<file path="src/rtl/rtr_commit.sv">
// rtr_commit: retire-commit stage; commits the ROB head's destination write, counts
// retired instructions, and runs the mispredict flush/redirect sequence.
module rtr_commit #(
  parameter int XLEN         = 32,
  parameter int PADDR_W      = 32,
  parameter int FLUSH_CYCLES = 2
) (
  input  logic               clk,
  input  logic               reset,
  input  logic               rtr_valid_rb1,
  input  logic               rtr_dst_valid_rb1,
  input  logic [4:0]         rtr_dst_addr_rb1,
  input  logic [XLEN-1:0]    rtr_result_rb1,
  input  logic               br_mispred_rb1,
  input  logic [PADDR_W-1:0] br_tgt_rb1,
  output logic               iwb_valid_rb2,
  output logic [4:0]         iwb_addr_rb2,
  output logic [XLEN-1:0]    iwb_data_rb2,
  output logic               flush_rb2,
  output logic               retire_stall,
  output logic               fe_redirect_valid,
  output logic [PADDR_W-1:0] fe_redirect_tgt,
  input  logic               fe_redirect_ack,
  output logic [63:0]        instret
);
  typedef enum logic [1:0] {IDLE, FLUSH, REDIRECT} state_t;
  state_t state, state_nxt;
  logic [3:0] cnt, cnt_nxt;
  logic [PADDR_W-1:0] tgt;
  logic accept, wr, mispred;
  assign accept  = rtr_valid_rb1 && state == IDLE;
  assign mispred = accept && br_mispred_rb1;
  assign wr      = accept && rtr_dst_valid_rb1 && rtr_dst_addr_rb1 != 5'd0;
  // the counter idles at its load value, so entering FLUSH always starts from FLUSH_CYCLES-1
  always_comb begin
    state_nxt = state == IDLE  ? (mispred ? FLUSH : IDLE) :
                state == FLUSH ? (cnt == 4'd0 ? REDIRECT : FLUSH) :
                                 (fe_redirect_ack ? IDLE : REDIRECT);
    cnt_nxt   = state == FLUSH ? cnt - 4'd1 : 4'(FLUSH_CYCLES - 1);
  end
  always_ff @(posedge clk or posedge reset) begin
    if (reset) begin
      state         <= IDLE;
      cnt           <= '0;
      tgt           <= '0;
      instret       <= '0;
      iwb_valid_rb2 <= 1'b0;
      iwb_addr_rb2  <= '0;
      iwb_data_rb2  <= '0;
    end else begin
      state         <= state_nxt;
      cnt           <= cnt_nxt;
      iwb_valid_rb2 <= wr;
      if (mispred) tgt <= br_tgt_rb1;
      if (accept) instret <= instret + 64'd1;
      if (wr) begin
        iwb_addr_rb2 <= rtr_dst_addr_rb1;
        iwb_data_rb2 <= rtr_result_rb1;
      end
    end
  end
  assign flush_rb2         = state == FLUSH;
  assign retire_stall      = state != IDLE;
  assign fe_redirect_valid = state == REDIRECT;
  assign fe_redirect_tgt   = state == REDIRECT ? tgt : '0;
  // a retire while stalled is dropped; flag it without stopping simulation
  always @(posedge clk)
    if (!reset)
      assert (!(rtr_valid_rb1 && state != IDLE))
        else $warning("rtr_commit: retire while retire_stall is high was dropped");
endmodule

</file>
<file path="config.mk">
export PLATFORM = sky130hd
export DESIGN_NAME = rtr_commit
export DESIGN_NICKNAME = d
export VERILOG_FILES = /design/src/rtl/rtr_commit.sv
export SDC_FILE = /design/constraint.sdc
export NUM_CORES = 1
export LEC_CHECK = 0
export ABC_AREA = 1
export ABC_CLOCK_PERIOD_IN_PS = 11900
export BUFFER_PORTS_ARGS = -buffer_cell sky130_fd_sc_hd__buf_4
export CORE_ASPECT_RATIO = 1.2
export CORE_MARGIN = 5
export CORE_UTILIZATION = 35
export CTS_CLUSTER_DIAMETER = 120
export DETAILED_ROUTE_END_ITERATION = 6
export HOLD_SLACK_MARGIN = 0.15
export SETUP_SLACK_MARGIN = 0.5
export SLEW_MARGIN = 10
export SYNTH_ARGS = -nofsm -noshare
export SYNTH_HDL_FRONTEND = slang
export SYNTH_SLANG_ARGS = --single-unit
</file>
<file path="constraint.sdc">
create_clock -name clk -period 11.9 [get_ports clk]
set_input_delay 1.785 -clock clk [delete_from_list [all_inputs] [get_ports clk]]
set_output_delay 1.785 -clock clk [all_outputs]
set_load 0.02 [all_outputs]
</file>
# --- Word-level counts from Yosys, hierarchy flattened ---
# Index checks and enable logic that the tools add are counted.
word_totals:
  elab_cells: 26
  ff_bits: 140
  out_inout_bits: 137
  in_bits: 75
op_classes:
  n_mux: 7
  addsub: 2
  eq_ne: 2
  reduce_logical: 8
op_table:
  columns: ["op", "n"]
  rows:
  - ["64-bit by 1-bit adder with 64-bit output (second input constant)", 1]
  - ["32-bit two-way mux", 1]
  - ["2-bit two-way mux", 4]
  - ["5-bit nonzero test", 1]
  - ["1-bit logical AND", 4]
  - ["4-bit zero test", 1]
  - ["4-bit two-way mux", 1]
  - ["4-bit by 1-bit subtractor with 4-bit output (second input constant)", 1]
  - ["2-bit by 1-bit equality test with 1-bit output (second input constant)", 1]
  - ["2-bit equality test (second input constant)", 1]
  - ["2-bit zero test", 1]
  - ["2-bit nonzero test", 1]
  - ["1-bit two-way mux", 1]

# --- Longest topological paths before layout ---
logic_depth:
  depth_word: 5
  ltp_mapped: 10
  ltp_nobuf: 10

# --- Worst setup path after synthesis ---
# OpenSTA, ideal clock, no wires.
synth_timing:
  kind: "register to output"
  start: "register state[0]"
  end: "output port fe_redirect_tgt[10]"
  n_path_buf: 1
  required_time_ns: 10.115
  stages_incl_launch_ff: 5
  arrival_time_ns: 1.391
  slack_ns: 8.724
  cell_sequence: "dfrtp_1 -> nor2_1 -> inv_1 -> clkbuf_1 -> nor2_1"
synth_via:
  elab_chain_cells: 2
synth_rtl:
  columns: ["item", "line", "source"]
  rows:
  - ["start: declaration", "27", "state_t state, state_nxt;"]
  - ["start signal: assignment", "51", "state <= state_nxt;"]
  - ["2-bit equality test", null, null]
  - ["via fe_redirect_valid", "21", "output logic fe_redirect_valid,"]
  - ["32-bit two-way mux", "65", "assign fe_redirect_tgt = state == REDIRECT ? tgt : '0;"]
  - ["end: declaration", "22", "output logic [PADDR_W-1:0] fe_redirect_tgt,"]
# The timed path passes the listed nets, and every way through them passes these cells.

# --- Final worst setup path ---
layout_timing:
  start: "register state[1]"
  end: "output port fe_redirect_tgt[1]"
layout_via:
  elab_chain_cells: 2
layout_rtl:
  columns: ["item", "line"]
  rows:
  - ["2-bit equality test", "65"]
  - ["32-bit two-way mux", "65"]
# Every way passes these cells.

==> impl_summary.txt <==
----------------------------------------------------
[Synth]
  Dominant combinational cell family by area after synthesis ... simple AND/OR/NAND/NOR gates
  Count of warnings emitted by yosys ... 0
  Top cell type's share of synthesized area ... 50.4%
  Adder and majority cell fraction of the synthesized area ... 0.360%
  Fraction of the mapped netlist area in simple logic gates ... 32.9%
  Area leader, netlist ... sky130_fd_sc_hd__dfrtp_1
  Number of nets produced by synthesis ... 974
  Most common flop cell mapped by yosys ... sky130_fd_sc_hd__dfrtp_1
  Synth unique cells ... 30
  Syn Area/Cell ... 7.75 µm²
  Area of the mapped netlist ... 6950 µm²
  FF+latch count, synth ... 140
  Share of the synthesized netlist area taken by xor and xnor gates ... 4.89%
  Proportion of synthesized chip area in sequential cells ... 50.4%
  Fraction of synthesized area in multiplexers ... 0%
  Cells after synthesis ... 897
  Biggest area contributors in the synthesized netlist ... sky130_fd_sc_hd__dfrtp_1, sky130_fd_sc_hd__nand2_1, sky130_fd_sc_hd__nor2_1
  Number of synthesized flops with an enable pin ... 0
  Asr flop ratio synth ... 100%
  Complex-gate fraction of the synthesized area ... 3.53%

[Pwr]
  Leak ... 5.00 nW
  Post-layout power ... 1.89 mW
  Switching power summed over all nets ... 0.639 mW
  Sequential power share ... 35.0%
  Internal power summed over all cells ... 1.25 mW
  Pwr dens ... 200 nW/µm²
  Clock network power share ... 33.4%
  Switching portion of total power ... 33.9%
  Maximum vdd drop ... 0.0988 mV
  Combinational power share ... 31.6%

[Timing]
  Highest achievable clock rate ... 0.262 GHz
  Max-slew headroom at the worst pin ... 27.0%
  Summed negative setup slack over all endpoints ... 0 ps
  Hold Violations, Final ... 0
  Min Clock Period, post-route ... 3820 ps
  Setup repair after global routing missed its margin ... no
  Final-report max-slew violation count ... 0
  Worst clock skew ... 10.5 ps
  Post-route worst setup slack ... 8080 ps
  Final period utilization ... 32.1%
  Finish-stage setup viols ... 0
  Worst slew pin tran ... 1090 ps

[Floorplanning]
  Width of the die ... 139 µm
  Number of primary I/O pins ... 212
  Overall die height ... 164 µm
  Initial cell density of the core ... 35.6%
  Placeable Area ... 19500 µm²
  Number of standard-cell rows in the floorplan ... 56
  Area of the die ... 22800 µm²

[Global routing]
  Met3 layer usage reported by global route ... 4.32%
  Vias in the first global route ... 6265
  Met2 Resource Use GR ... 31.3%
  Largest net degree at the start of global routing ... 89
  Overall overflow remaining after global route ... 0
  Wire length of the first global-routing pass ... 32700 µm
  Grt met1 use ... 22.2%
  GR peak layer ... met2
  Overall routing resource usage ... 18.2%
  Antenna violations before repair ... 0

[Placed design]
  Instance area after placement ... 8750 µm²
  Number of buffers added on ports ... 211
  Post-Place Worst Slack ... 8060 ps
  Final GP Congestion ... 0.914
  Dpl hpwl ... 15400 µm

[Drt]
  Number of iterations in the first detailed-routing pass ... 4
  Average routed wire per standard cell ... 14.8 µm
  Vias after detailed routing ... 6284
  DRT Wirelength ... 20500 µm
  Detail-routed via count per cell ... 4.54
  DRC Markers ... 0
  Number of DRC markers in iteration 0 ... 400
  Post-route antenna net violation count ... 0

[Layout]
  Final design utilization ... 48.3%
  Share of final-layout standard cells stronger than drive strength 1 ... 25.0%
  Post-Layout Inst Area ... 9440 µm²
  Count of inserted antenna diode cells ... 0
  Most used cells in the layout excluding fill and tap cells ... sky130_fd_sc_hd__nand2_1, sky130_fd_sc_hd__buf_4, sky130_fd_sc_hd__nor2_1, sky130_fd_sc_hd__dfrtp_1, sky130_fd_sc_hd__inv_1
  Post-layout nets ... 1186
  Relative area change from synthesis to final layout ... 35.8%
  Most common library cell in the layout ignoring fill and taps ... sky130_fd_sc_hd__nand2_1

[Clocking]
  Root Buffer ... sky130_fd_sc_hd__clkbuf_16
  Cts-stage hold buffer count ... 0
  Clock slew seen by the registers of the worst setup and hold paths ... 60 ps
  CTS resizes ... 0
  Maximum buffer depth of the clock tree ... 2
  H-Tree Depth ... 4
  Clock sink count ... 140
  Total CTS buffers ... 17
  Clock tree from TritonCTS ... built
  Clock Latency Late Sink ... 420 ps
  Post-CTS setup repair buffer count ... 0

[Setup path]
  Critical Path Slowest Stage Cell ... sky130_fd_sc_hd__inv_1
  Cells traversed along the worst timing path ... inv_1, nor2_1, inv_1, nor2_1, buf_4
  Buffers & Inverters on Critical Path ... 3
  Largest stage delay on the critical path ... 710 ps
  Critical Path Start Type ... flop
  Family with the most delay on the worst path ... buffers and inverters
  Kind of end point of the critical path ... output port
  Kind of critical path ... reg -> out
  Arrival time worst endpoint ... 2030 ps
  Required time worst endpoint ... 10120 ps
  Crit Path Max Fanout ... 32

[Hold path]
  Hold Crit Class ... reg -> reg

[Flow run]
  Number of violations of the max-capacitance limit ... 0

[Outcome]
  Run status ... complete, no violations

----------------------------------------------------
worst paths after layout:
kind / slack, ps / to / startpoint / depth (start not counted)
setup / recovery: 8080 / fe_redirect_tgt[1] / state[1] / 5
hold / removal: 440 / cnt[0] / cnt[0] / 1
setup reg to reg: 9420 / tgt[2] / state[0] / 6
hold reg to reg: 440 / cnt[0] / cnt[0] / 1
max in group asynchronous: 9100 / instret[47] / reset / 3
min in group asynchronous: 1540 / tgt[20] / reset / 2
stage by stage:
stage / instances / hold WS, ps
after floorplan: 897 / 409
after global placement: 1351 / 421
after detailed placement: 1351 / 434
after CTS: 1383 / 442
after global routing: 1383 / 490
final: 1383 / 442
power by group through the flow:
stage	Sequential (mW)	Combinational, mW	Clock [mW]
6_report	0.660	0.595	0.630
5_1_grt	0.675	0.657	0.664
4_1_cts	0.660	0.607	0.644
3_5_place_dp	0.669	0.606	0
3_3_place_gp	0.666	0.598	0
2_1_floorplan	0.747	0.274	0
logic make-up after synthesis:
kind of cell | after synthesis
buffers and inverters | 131
AND/OR/NAND/NOR | 538
adder cells (fa/ha/maj) | 2
AO/OA/AOI/OAI | 48
flip-flops | 140
XOR/XNOR | 38
flip-flops by register name, summed over array words and instances (netlist names):
name           cells
cnt                4
instret           64
iwb_addr_rb2       5
iwb_data_rb2      32
iwb_valid_rb2      1
state              2
tgt               32
routing by layer:
layer,vias up,routed length [µm]
met2,197,10100
met4,0,591
li1,3159,-
met3,35,1030
met1,2893,8820
met5,-,0
final cells by class:
type                    instances  area, µm²
fillers                      1971      10100
flip-flops and latches        140       3500
multi-input cells             626       2900
repair buffers                213       1600
clock buffers                  18        429
inverters                     111        422
well taps                     261        327
clock inverters                14        264
cells in the mapped netlist (4+ instances only):
cell	number
sky130_fd_sc_hd__nor2_2	12
sky130_fd_sc_hd__buf_6	6
sky130_fd_sc_hd__nand3_1	29
sky130_fd_sc_hd__xnor2_1	19
sky130_fd_sc_hd__nand3_2	4
sky130_fd_sc_hd__nand4_1	9
sky130_fd_sc_hd__o21ai_1	4
sky130_fd_sc_hd__nor2_1	159
sky130_fd_sc_hd__nor2_4	4
sky130_fd_sc_hd__nor3_1	13
sky130_fd_sc_hd__nand2_2	5
sky130_fd_sc_hd__dfrtp_1	140
sky130_fd_sc_hd__o21ai_0	8
sky130_fd_sc_hd__xor2_1	18
sky130_fd_sc_hd__inv_1	109
sky130_fd_sc_hd__nand2_1	284
sky130_fd_sc_hd__nand3b_1	12
sky130_fd_sc_hd__buf_2	6
sky130_fd_sc_hd__clkbuf_1	6
sky130_fd_sc_hd__a21oi_1	34
worst register-to-register path, delay by kind of cell, from the launching register on:
family | cells | cell delay (ps)
AND/OR/NAND/NOR | 4 | 1410
buffers and inverters | 1 | 450
AO/OA/AOI/OAI | 1 | 60
flip-flops | 1 | 410
No activity file was read; power rests on OpenSTA's default activity.
